[src/rtl/psum_sram_pkg.sv]
// psum_sram_pkg
// Shared definitions for the PSUM SRAM controller slice: default geometry,
// controller state encoding and the lane-slice helper used by the lane adder.
// Optional feature macro: PSUM_ACC_EN adds the ACC_WR state used by the
// lane-wise read-modify-write accumulation path.
package psum_sram_pkg;

  localparam int PSUM_BW_DEF = 20;
  localparam int LANES_DEF   = 8;
  localparam int AW_DEF      = 4;
  localparam int DEPTH_DEF   = 8;

  // IDLE: no response pending, RSP: read data on rsp_data waiting for the
  // consumer, ACC_WR: second half of an accumulate (write-back cycle).
`ifdef PSUM_ACC_EN
  typedef enum logic [1:0] {
    ST_IDLE   = 2'd0,
    ST_RSP    = 2'd1,
    ST_ACC_WR = 2'd2
  } state_t;
`else
  typedef enum logic [1:0] {
    ST_IDLE = 2'd0,
    ST_RSP  = 2'd1
  } state_t;
`endif

  // Least significant bit of lane 'lane' inside a packed psum word.
  function automatic int lane_lo(input int lane, input int psum_bw);
    return lane * psum_bw;
  endfunction

endpackage

[src/rtl/psum_lane_add.sv]
// psum_lane_add
// Lane-wise adder for packed psum words. Each lane is a two's complement
// value of PSUM_BW bits; sums wrap modulo 2^PSUM_BW and no carry crosses
// a lane boundary. Only instantiated when PSUM_ACC_EN is defined.
// Ports:
//   a    in   LANES*PSUM_BW  stored word (lane i = [i*PSUM_BW +: PSUM_BW])
//   b    in   LANES*PSUM_BW  increment word
//   sum  out  LANES*PSUM_BW  lane-wise wrapped sum
module psum_lane_add
  import psum_sram_pkg::*;
#(
  parameter int LANES   = LANES_DEF,
  parameter int PSUM_BW = PSUM_BW_DEF
) (
  input  logic [LANES*PSUM_BW-1:0] a,
  input  logic [LANES*PSUM_BW-1:0] b,
  output logic [LANES*PSUM_BW-1:0] sum
);

  // A PSUM_BW-bit add already wraps the signed result correctly, so the
  // lanes are plain same-width adds kept apart by the slicing.
  for (genvar i = 0; i < LANES; i++) begin : g_lane
    assign sum[lane_lo(i, PSUM_BW) +: PSUM_BW] =
      a[lane_lo(i, PSUM_BW) +: PSUM_BW] + b[lane_lo(i, PSUM_BW) +: PSUM_BW];
  end

endmodule

[src/rtl/psum_sram_ctrl.sv]
// psum_sram_ctrl
// Initiator for the single-port PSUM SRAM (CEN/WEN active-low, 1-cycle
// registered read, Q held while CEN is high). Merges a valid/ready write
// channel and a read request/response channel into at most one SRAM op per
// cycle, round-robin between the two, and returns read data with
// backpressure. Optional feature macro: PSUM_ACC_EN enables lane-wise
// read-modify-write accumulation (wr_acc=1 writes).
// Ports:
//   CLK, RESET          clock (posedge), asynchronous active-high reset
//   wr_valid/wr_ready   write request handshake
//   wr_addr, wr_data    write address / data
//   wr_acc              accumulate into stored word (PSUM_ACC_EN only)
//   rd_valid/rd_ready   read request handshake
//   rd_addr             read address
//   rsp_valid/rsp_ready read response handshake
//   rsp_data            read data (0 for an out-of-range read)
//   addr_err            1-cycle pulse after an out-of-range request is accepted
//   sram_cen/sram_wen   SRAM enables, active-low
//   sram_a, sram_d      SRAM address / write data
//   sram_q              SRAM read data
module psum_sram_ctrl
  import psum_sram_pkg::*;
#(
  parameter int LANES   = LANES_DEF,
  parameter int PSUM_BW = PSUM_BW_DEF,
  parameter int BW      = LANES * PSUM_BW,
  parameter int AW      = AW_DEF,
  parameter int DEPTH   = DEPTH_DEF
) (
  input  logic          CLK,
  input  logic          RESET,
  input  logic          wr_valid,
  output logic          wr_ready,
  input  logic [AW-1:0] wr_addr,
  input  logic [BW-1:0] wr_data,
  input  logic          wr_acc,
  input  logic          rd_valid,
  output logic          rd_ready,
  input  logic [AW-1:0] rd_addr,
  output logic          rsp_valid,
  input  logic          rsp_ready,
  output logic [BW-1:0] rsp_data,
  output logic          addr_err,
  output logic          sram_cen,
  output logic          sram_wen,
  output logic [AW-1:0] sram_a,
  output logic [BW-1:0] sram_d,
  input  logic [BW-1:0] sram_q
);

  localparam logic [AW:0] DEPTH_L = (AW+1)'(DEPTH);

  state_t state;
  logic   rr_read;   // 1: read wins the next tie, 0: write wins
  logic   rsp_zero;  // pending response came from an out-of-range read

  logic rd_oor, wr_oor;
  logic rd_elig, wr_elig;
  logic rd_req, wr_req;
  logic rd_fire, wr_fire;
  logic acc_req;

`ifdef PSUM_ACC_EN
  logic [AW-1:0] acc_addr;
  logic [BW-1:0] acc_data;
  logic [BW-1:0] acc_sum;

  assign acc_req = wr_acc;

  psum_lane_add #(
    .LANES   (LANES),
    .PSUM_BW (PSUM_BW)
  ) u_lane_add (
    .a   (sram_q),
    .b   (acc_data),
    .sum (acc_sum)
  );
`else
  logic unused_wr_acc;

  assign acc_req       = 1'b0;
  assign unused_wr_acc = wr_acc;
`endif

  assign rd_oor = {1'b0, rd_addr} >= DEPTH_L;
  assign wr_oor = {1'b0, wr_addr} >= DEPTH_L;

  // A new read may only issue when the response register is free or being
  // emptied this cycle. Plain writes never touch Q, so they may also go while
  // a response is pending; accumulates need Q and go only from IDLE.
  // Nothing is accepted while RESET is high so the SRAM stays disabled.
  assign rd_elig = !RESET && ((state == ST_IDLE) || ((state == ST_RSP) && rsp_ready));
  assign wr_elig = !RESET && ((state == ST_IDLE) || ((state == ST_RSP) && !acc_req));

  assign rd_req = rd_valid && rd_elig;
  assign wr_req = wr_valid && wr_elig;

  // Ready only looks at the other channel's valid, never at its own.
  assign rd_ready = rd_elig && (!wr_req || rr_read);
  assign wr_ready = wr_elig && (!rd_req || !rr_read);

  assign rd_fire = rd_valid && rd_ready;
  assign wr_fire = wr_valid && wr_ready;

  assign rsp_valid = (state == ST_RSP);
  assign rsp_data  = rsp_zero ? '0 : sram_q;

  // SRAM pins follow the op accepted this cycle; out-of-range requests are
  // accepted but leave the SRAM disabled. An accumulate starts as a read.
  always_comb begin
    sram_cen = 1'b1;
    sram_wen = 1'b1;
    sram_a   = '0;
    sram_d   = '0;
    if (rd_fire) begin
      if (!rd_oor) begin
        sram_cen = 1'b0;
        sram_a   = rd_addr;
      end
    end else if (wr_fire && !wr_oor) begin
      sram_cen = 1'b0;
      sram_a   = wr_addr;
      if (!acc_req) begin
        sram_wen = 1'b0;
        sram_d   = wr_data;
      end
    end
`ifdef PSUM_ACC_EN
    if (state == ST_ACC_WR) begin
      sram_cen = 1'b0;
      sram_wen = 1'b0;
      sram_a   = acc_addr;
      sram_d   = acc_sum;
    end
`endif
  end

  // Controller FSM plus its registered side outputs. The round-robin pointer
  // hands the next tie to whichever channel did not win the last accepted op.
  always_ff @(posedge CLK or posedge RESET) begin
    if (RESET) begin
      state    <= ST_IDLE;
      rr_read  <= 1'b1;
      rsp_zero <= 1'b0;
      addr_err <= 1'b0;
`ifdef PSUM_ACC_EN
      acc_addr <= '0;
      acc_data <= '0;
`endif
    end else begin
      addr_err <= (rd_fire && rd_oor) || (wr_fire && wr_oor);
      if (rd_fire || wr_fire) begin
        rr_read <= wr_fire;
      end
      if (rd_fire) begin
        rsp_zero <= rd_oor;
      end
      case (state)
        ST_IDLE: begin
          if (rd_fire) begin
            state <= ST_RSP;
          end
`ifdef PSUM_ACC_EN
          else if (wr_fire && acc_req && !wr_oor) begin
            state    <= ST_ACC_WR;
            acc_addr <= wr_addr;
            acc_data <= wr_data;
          end
`endif
        end
        ST_RSP: begin
          if (rsp_ready && !rd_fire) begin
            state <= ST_IDLE;
          end
        end
`ifdef PSUM_ACC_EN
        ST_ACC_WR: begin
          state <= ST_IDLE;
        end
`endif
        default: begin
          state <= ST_IDLE;
        end
      endcase
    end
  end

endmodule

[config.mk]
export PLATFORM = sky130hd
export DESIGN_NAME = psum_sram_ctrl
export DESIGN_NICKNAME = d
export VERILOG_FILES = /design/src/rtl/psum_sram_pkg.sv /design/src/rtl/psum_lane_add.sv /design/src/rtl/psum_sram_ctrl.sv
export SDC_FILE = /design/constraint.sdc
export NUM_CORES = 1
export LEC_CHECK = 0
export ABC_AREA = 1
export CAP_MARGIN = 10
export CORE_AREA = 2 2 259 261
export DETAILED_ROUTE_END_ITERATION = 7
export DIE_AREA = 0 0 261 263
export GPL_TIMING_DRIVEN = 0
export PLACE_DENSITY = 0.3
export REMOVE_ABC_BUFFERS = 1
export SLEW_MARGIN = 40
export SYNTH_ARGS = -nofsm -noshare
export SYNTH_HDL_FRONTEND = slang
export SYNTH_SLANG_ARGS = --single-unit
export TNS_END_PERCENT = 50
[constraint.sdc]
create_clock -name CLK -period 2.55 [get_ports CLK]
set_clock_uncertainty 0.1 [all_clocks]
set_input_delay 0.3825 -clock CLK [delete_from_list [all_inputs] [get_ports CLK]]
set_output_delay 0.3825 -clock CLK [all_outputs]
set_load 0.01 [all_outputs]
==> results of run 1 <==
## registers in the layout (all words and copies together), names as in the netlist
name / cells
addr_err: 1
rr_read: 1
rsp_zero: 1
state: 1
## power by group
part	internal (mW)	total (mW)	leakage, nW	switching (mW)
Combinational	1.36	2.52	5.89	1.16
Sequential	0.0794	0.122	0.0477	0.0425
Clock	0.207	0.261	0.0382	0.0538
Total	1.64	2.90	5.98	1.26
## Yosys cell counts
cell type / instances / area share
inv_1: 333 / 0.42
nor2_1: 323 / 0.41
buf_6: 17 / 0.064
buf_2: 11 / 0.018
nand2_1: 10 / 0.013
clkbuf_1: 8 / 0.010
nand4_1: 5 / 0.010
o21ai_0: 4 / 0.0067
dfrtp_1: 3 / 0.025
a21oi_1: 2 / 0.0034
nand3_1: 2 / 0.0034
and3_1: 1 / 0.0021
buf_4: 1 / 0.0025
conb_1: 1 / 0.0013
dfstp_2: 1 / 0.0088
nand4_2: 1 / 0.0042
## cell usage in the layout, fill, tap and decap left out, types with 4 or more instances in the layout
cell             count
buf_12               4
buf_16               8
buf_2               37
buf_4               14
clkdlybuf4s15_1     17
clkdlybuf4s15_2     10
clkdlybuf4s50_1    458
diode_2              9
dlygate4sd2_1      128
inv_1              330
nand2_1              7
nand4_1              5
nor2_1             315
nor2_2               6
o21ai_0              4
## worst max-delay path by stage
| stage | start | endpoint | depth (start not counted) |
|---|---|---|---|
| 2_1_floorplan | RESET | sram_a[0] | 3 |
| 3_3_place_gp | rd_valid | sram_d[16] | 7 |
| 3_5_place_dp | rd_valid | sram_d[33] | 9 |
| 4_1_cts | rsp_ready | sram_d[110] | 8 |
| 5_1_grt | rd_valid | sram_d[8] | 10 |
| 6_report | rd_valid | sram_d[110] | 8 |
## logic make-up (layout without fill, tap and decap cells)
logic type	Yosys count	after routing	synth area share
buffers and inverters	370	1022	0.515
and+or+nand+nor	342	343	0.440
DFF	4	4	0.0340
AOI/OAI and AO/OA	6	6	0.0101
other	1	10	0.00126
## worst max-delay path, cell delays in order
cell,delay (ps)
clkdlybuf4s15_2,290
nand2_1,110
inv_1,70
nand2_4,100
buf_12,120
nand4_4,160
nor2_1,170
clkdlybuf4s50_1,560
## per-layer routing
layer  vias up  GRT usage
li1       3147          -
met1      2982      0.118
met2       450      0.237
met3        53     0.0813
met4         4     0.0163
met5         -          0
## through the flow
step                instances  power (mW)  area [um2]  setup slack (ps)
finish                   2249        2.90       10700               100
global route             2242        3.15       10700             -3.99
CTS                      2236        2.95       10600             -76.4
detailed placement       2219        2.72       10600             -1110
global placement         2211        2.73       10400             -4920
floorplan                 686       0.847        2700             -1710
## final cells by class
type	instances	area (um2)	area share
timing repair buffer	685	6720	0.628
multi-input combinational	350	1430	0.134
inverter	333	1250	0.117
tap	864	1080	0.101
sequential	4	105	0.00983
clock buffer	4	78.8	0.00737
antenna	9	22.5	0.00211
## repair_timing
action / in CTS / in global routing
setup endpoints to repair: 206 / 142
gates resized for setup: 399 / 13
pin swaps: 2 / 1
buffers inserted: 9 / 4
cloned: 4 / 0
==> metrics.txt, run 1 <==
RD Place Congestion ~0.74; antenna violations before repair 33; ANT nets after route 0; DR DRC count 0; final WL ~46000 um; CTS Hold Bufs 0; sequential area share after synthesis 0.0340; register bit count reported by yosys 4; first-pass GRT wire length approximately 60000 um; buffers added on ports roughly 660; row count 94; Die Wd around 260 um; Fillers just under 8000; htree depth 1; core area 65600 um2; metal2 WL between 20000 and 25000 um; TritonRoute pass-1 iters 4; first-iteration detailed-routing DRC count 110; R2R Path Start state[0]; maximum clock path buffer count 2; Initial Util 0.0454; hold depth 2; # IOs 664; Max Fclk between 0.4 and 0.5 GHz; vias in the first global route approximately 7000; die area 68600 um2; Hold Startpoint rr_read; Final Max Slew Viols 0; pin count of the biggest net entering global routing 45; Endpoint, Worst Hold rr_read; yosys warns 0; worst-path fanout max 11; number of max-cap violations 0; Layout Nets 1711; cell area after synthesis approximately 3000 um2; critical path type in2out; status completed; TritonCTS Buffers 3; via count 6636; synthesized area per cell about 4.1 um2; post-DP HPWL approximately 42000 um; setup violators final 0; Met1 Wirelength ~15000 um; fin crit period 2450 ps; final worst path period share 0.961; mean number of vias per cell ~3; Worst Setup Start Kind input port; post-synthesis cell count a little over 700; PwrDens 272 nW/um2; WP data arrival 1970 ps; fin util 0.163; highest metal used met5; Clock Latency Late Sink approximately 230 ps; peak supply drop between 200 and 300 uV; Synth cell types 16; routed wl met3 around 7300 um; GR Overflow Total 0; worst r2r path cells 4; CP required approximately 2100 ps; total track usage 0.127; Static Leak roughly 6 nW; area growth from synthesis to layout 259%; Min Hold Slack between 300 and 400 ps; Final Hold Vio Count 0; clk slew on worst S/H paths ~30 ps; CTS Sinks 4; reg-to-reg endpoint rsp_zero; CP endpoint kind primary output; Root Driver clkbuf_16; setup TNS 0 ps; CTS tree built; share of layout cells above drive strength 1 0.0734; wire per inst about 20 um; Worst R2R Setup Slack ~1200 ps; die span in y around 260 um; Hold/Removal Path Class reg2reg
Power figures use the tool's default switching activity.
==> run 2, diff against run 1 <==
--- a/config.mk
+++ b/config.mk
@@ -17,4 +17,4 @@
 export SYNTH_ARGS = -nofsm -noshare
 export SYNTH_HDL_FRONTEND = slang
 export SYNTH_SLANG_ARGS = --single-unit
-export TNS_END_PERCENT = 50
+export TNS_END_PERCENT = 30
==> metrics.txt, run 2 (synthesis results as in run 1) <==
number of max-cap violations 0 (unchanged); reg-to-reg endpoint addr_err (was rsp_zero); hold depth 2 (unchanged); Min Hold Slack 381 ps (was 379 ps); Hold Startpoint rr_read (unchanged); CTS tree built (unchanged); mean number of vias per cell 2.95 (about the same); maximum clock path buffer count 2 (unchanged); Final Hold Vio Count 0 (unchanged); Placed Cells 2219 (unchanged); setup violators final 0 (unchanged); CTS Sinks 4 (unchanged); via count 6632 (was 6636); RD Place Congestion 0.740 (unchanged); htree depth 1 (unchanged); clk slew on worst S/H paths 30 ps (about the same); peak supply drop 277 uV (was 253 uV); critical path type reg2out (was in2out); PwrDens 267 nW/um2 (was 272 nW/um2); WP data arrival 2010 ps (was 1970 ps); Clock Latency Late Sink 230 ps (about the same); die area 68600 um2 (unchanged); final WL 46300 um (about the same); Root Driver clkbuf_16 (unchanged); relative slew slack 0.657; area growth from synthesis to layout 260% (was 259%); Endpoint, Worst Hold rr_read (unchanged); TritonCTS Buffers 3 (unchanged); first-pass GRT wire length 59600 um (unchanged); TritonRoute pass-1 iters 4 (unchanged); most frequent cells in the layout 437 x clkdlybuf4s50_1, 330 x inv_1, 315 x nor2_1, 128 x dlygate4sd2_1, 37 x buf_2 (was 458 x clkdlybuf4s50_1, 330 x inv_1, 315 x nor2_1, 128 x dlygate4sd2_1, 37 x buf_2); # IOs 664 (unchanged); Layout Cells excl Fill 2248 (was 2249); ANT nets after route 0 (unchanged); DR DRC count 0 (unchanged); first-iteration detailed-routing DRC count 105 (was 110); Layout Nets 1710 (was 1711); max incr delay on CP 670 ps (was 560 ps); final worst path period share 0.976 (was 0.961); Final Max Slew Viols 0 (unchanged); Static Leak 6.23 nW (was 5.98 nW); total track usage 0.127 (unchanged); buffers added on ports 661 (unchanged); Max Fclk 0.402 GHz (was 0.408 GHz); vias in the first global route 7031 (unchanged); share of layout cells above drive strength 1 0.0727 (was 0.0734); GR Overflow Total 0 (unchanged); post-DP HPWL 42200 um (unchanged); slew at the pin with the worst max-slew slack 515 ps; R2R Path Start rr_read (was state[0]); Worst Setup Start Kind flop (was input port); core area 65600 um2 (unchanged); Crit-path slowest cell dfrtp_4 (was clkdlybuf4s50_1); critical path cell sequence buf_16, nor2_1, clkdlybuf4s50_1 (was clkdlybuf4s15_2, nand2_1, inv_1, nand2_4, buf_12, nand4_4, nor2_1, clkdlybuf4s50_1); fin crit period 2490 ps (was 2450 ps); worst r2r path cells 6 (was 4); CTS Hold Bufs 0 (unchanged); CP required 2070 ps (about the same); worst-path fanout max 44 (was 11); CP endpoint kind primary output (unchanged); status completed (unchanged); Worst R2R Setup Slack 1220 ps (about the same); critical path launch point rsp_zero (was rd_valid); wire per inst 20.6 um (about the same); pin count of the biggest net entering global routing 45 (unchanged); Hold/Removal Path Class reg2reg (unchanged); Initial Util 0.0454 (unchanged); Die Wd 261 um (unchanged); antenna violations before repair 33 (unchanged); commonest non-fill, non-tap cell in the layout clkdlybuf4s50_1 (unchanged); row count 94 (unchanged); die span in y 263 um (unchanged)
==> run 2: cell types whose count changed in the layout (fill, tap and decap cells not counted), sizes merged <==
cell	change
dlymetal6s2s	+21
buf	-1
clkdlybuf4s50	-21
==> run 2: how the worst max path moves through the flow <==
| stage | cells past startpoint | slack (ps) | to |
|---|---|---|---|
| final | 3 | 60 | rsp_data[155] |
| after global routing | 10 | -4 | sram_d[8] |
| after CTS | 8 | -80 | sram_d[110] |
| after detailed placement | 9 | -1110 | sram_d[33] |
| after global placement | 7 | -4920 | sram_d[16] |
| after floorplan | 3 | -1710 | sram_a[0] |
==> run 2: repair_timing <==
action                     CTS  global route
setup buffers                9             3
setup endpoints to repair  206           142
resized for setup          399            34
gates cloned                 4             0
pin swaps                    2             1
==> run 2: critical path: cells and delay by family, from the launching register on <==
| kind | cells | cell delay (ps) |
|---|---|---|
| simple gates | 1 | 160 |
| flops | 1 | 670 |
| buf+inv | 2 | 900 |
==> run 2: layout make-up <==
type,count,area (um2)
Inverter,333,1250
Fill cell,7713,54900
Clock buffer,4,78.8
Timing Repair Buffer,684,6750
Multi-Input combinational cell,350,1430
Sequential cell,4,105
Tap cell,864,1080
Antenna cell,9,22.5
==> run 2: per-stage QoR <==
step,total power [mW],setup WS [ps],instance area (um2),utilization,TNS (ps)
final,2.86,61.5,10700,0.163,0
after global routing,3.11,-3.99,10700,0.163,-6.89
after CTS,2.95,-76.4,10600,0.162,-427
after detailed placement,2.72,-1110,10600,0.161,-142680
after global placement,2.73,-4920,10400,0.158,-1201520
after floorplan,0.847,-1710,2700,-,-371790
==> run 2: power by group <==
| part | internal [mW] | switching, mW | leakage, nW |
|---|---|---|---|
| Combinational | 1.33 | 1.13 | 6.14 |
| Sequential | 0.0791 | 0.0603 | 0.0477 |
| Clock | 0.207 | 0.0546 | 0.0382 |
| Total | 1.61 | 1.25 | 6.23 |
==> run 2: per-layer routing <==
metal	global-route usage	routed length (um)	vias to the layer above
met4	0.0163	709	4
met2	0.237	22900	453
li1	-	-	3146
met1	0.118	15300	2978
met5	0	24	-
met3	0.0813	7430	51
==> run 3, diff against run 2 <==
--- a/config.mk
+++ b/config.mk
@@ -6,7 +6,7 @@
 export NUM_CORES = 1
 export LEC_CHECK = 0
 export ABC_AREA = 1
-export CAP_MARGIN = 10
+export ABC_CLOCK_PERIOD_IN_PS = 2550
 export CORE_AREA = 2 2 259 261
 export DETAILED_ROUTE_END_ITERATION = 7
 export DIE_AREA = 0 0 261 263
==> results of run 3 <==
The final DEF is identical to that of run 2; final timing and power are the same.
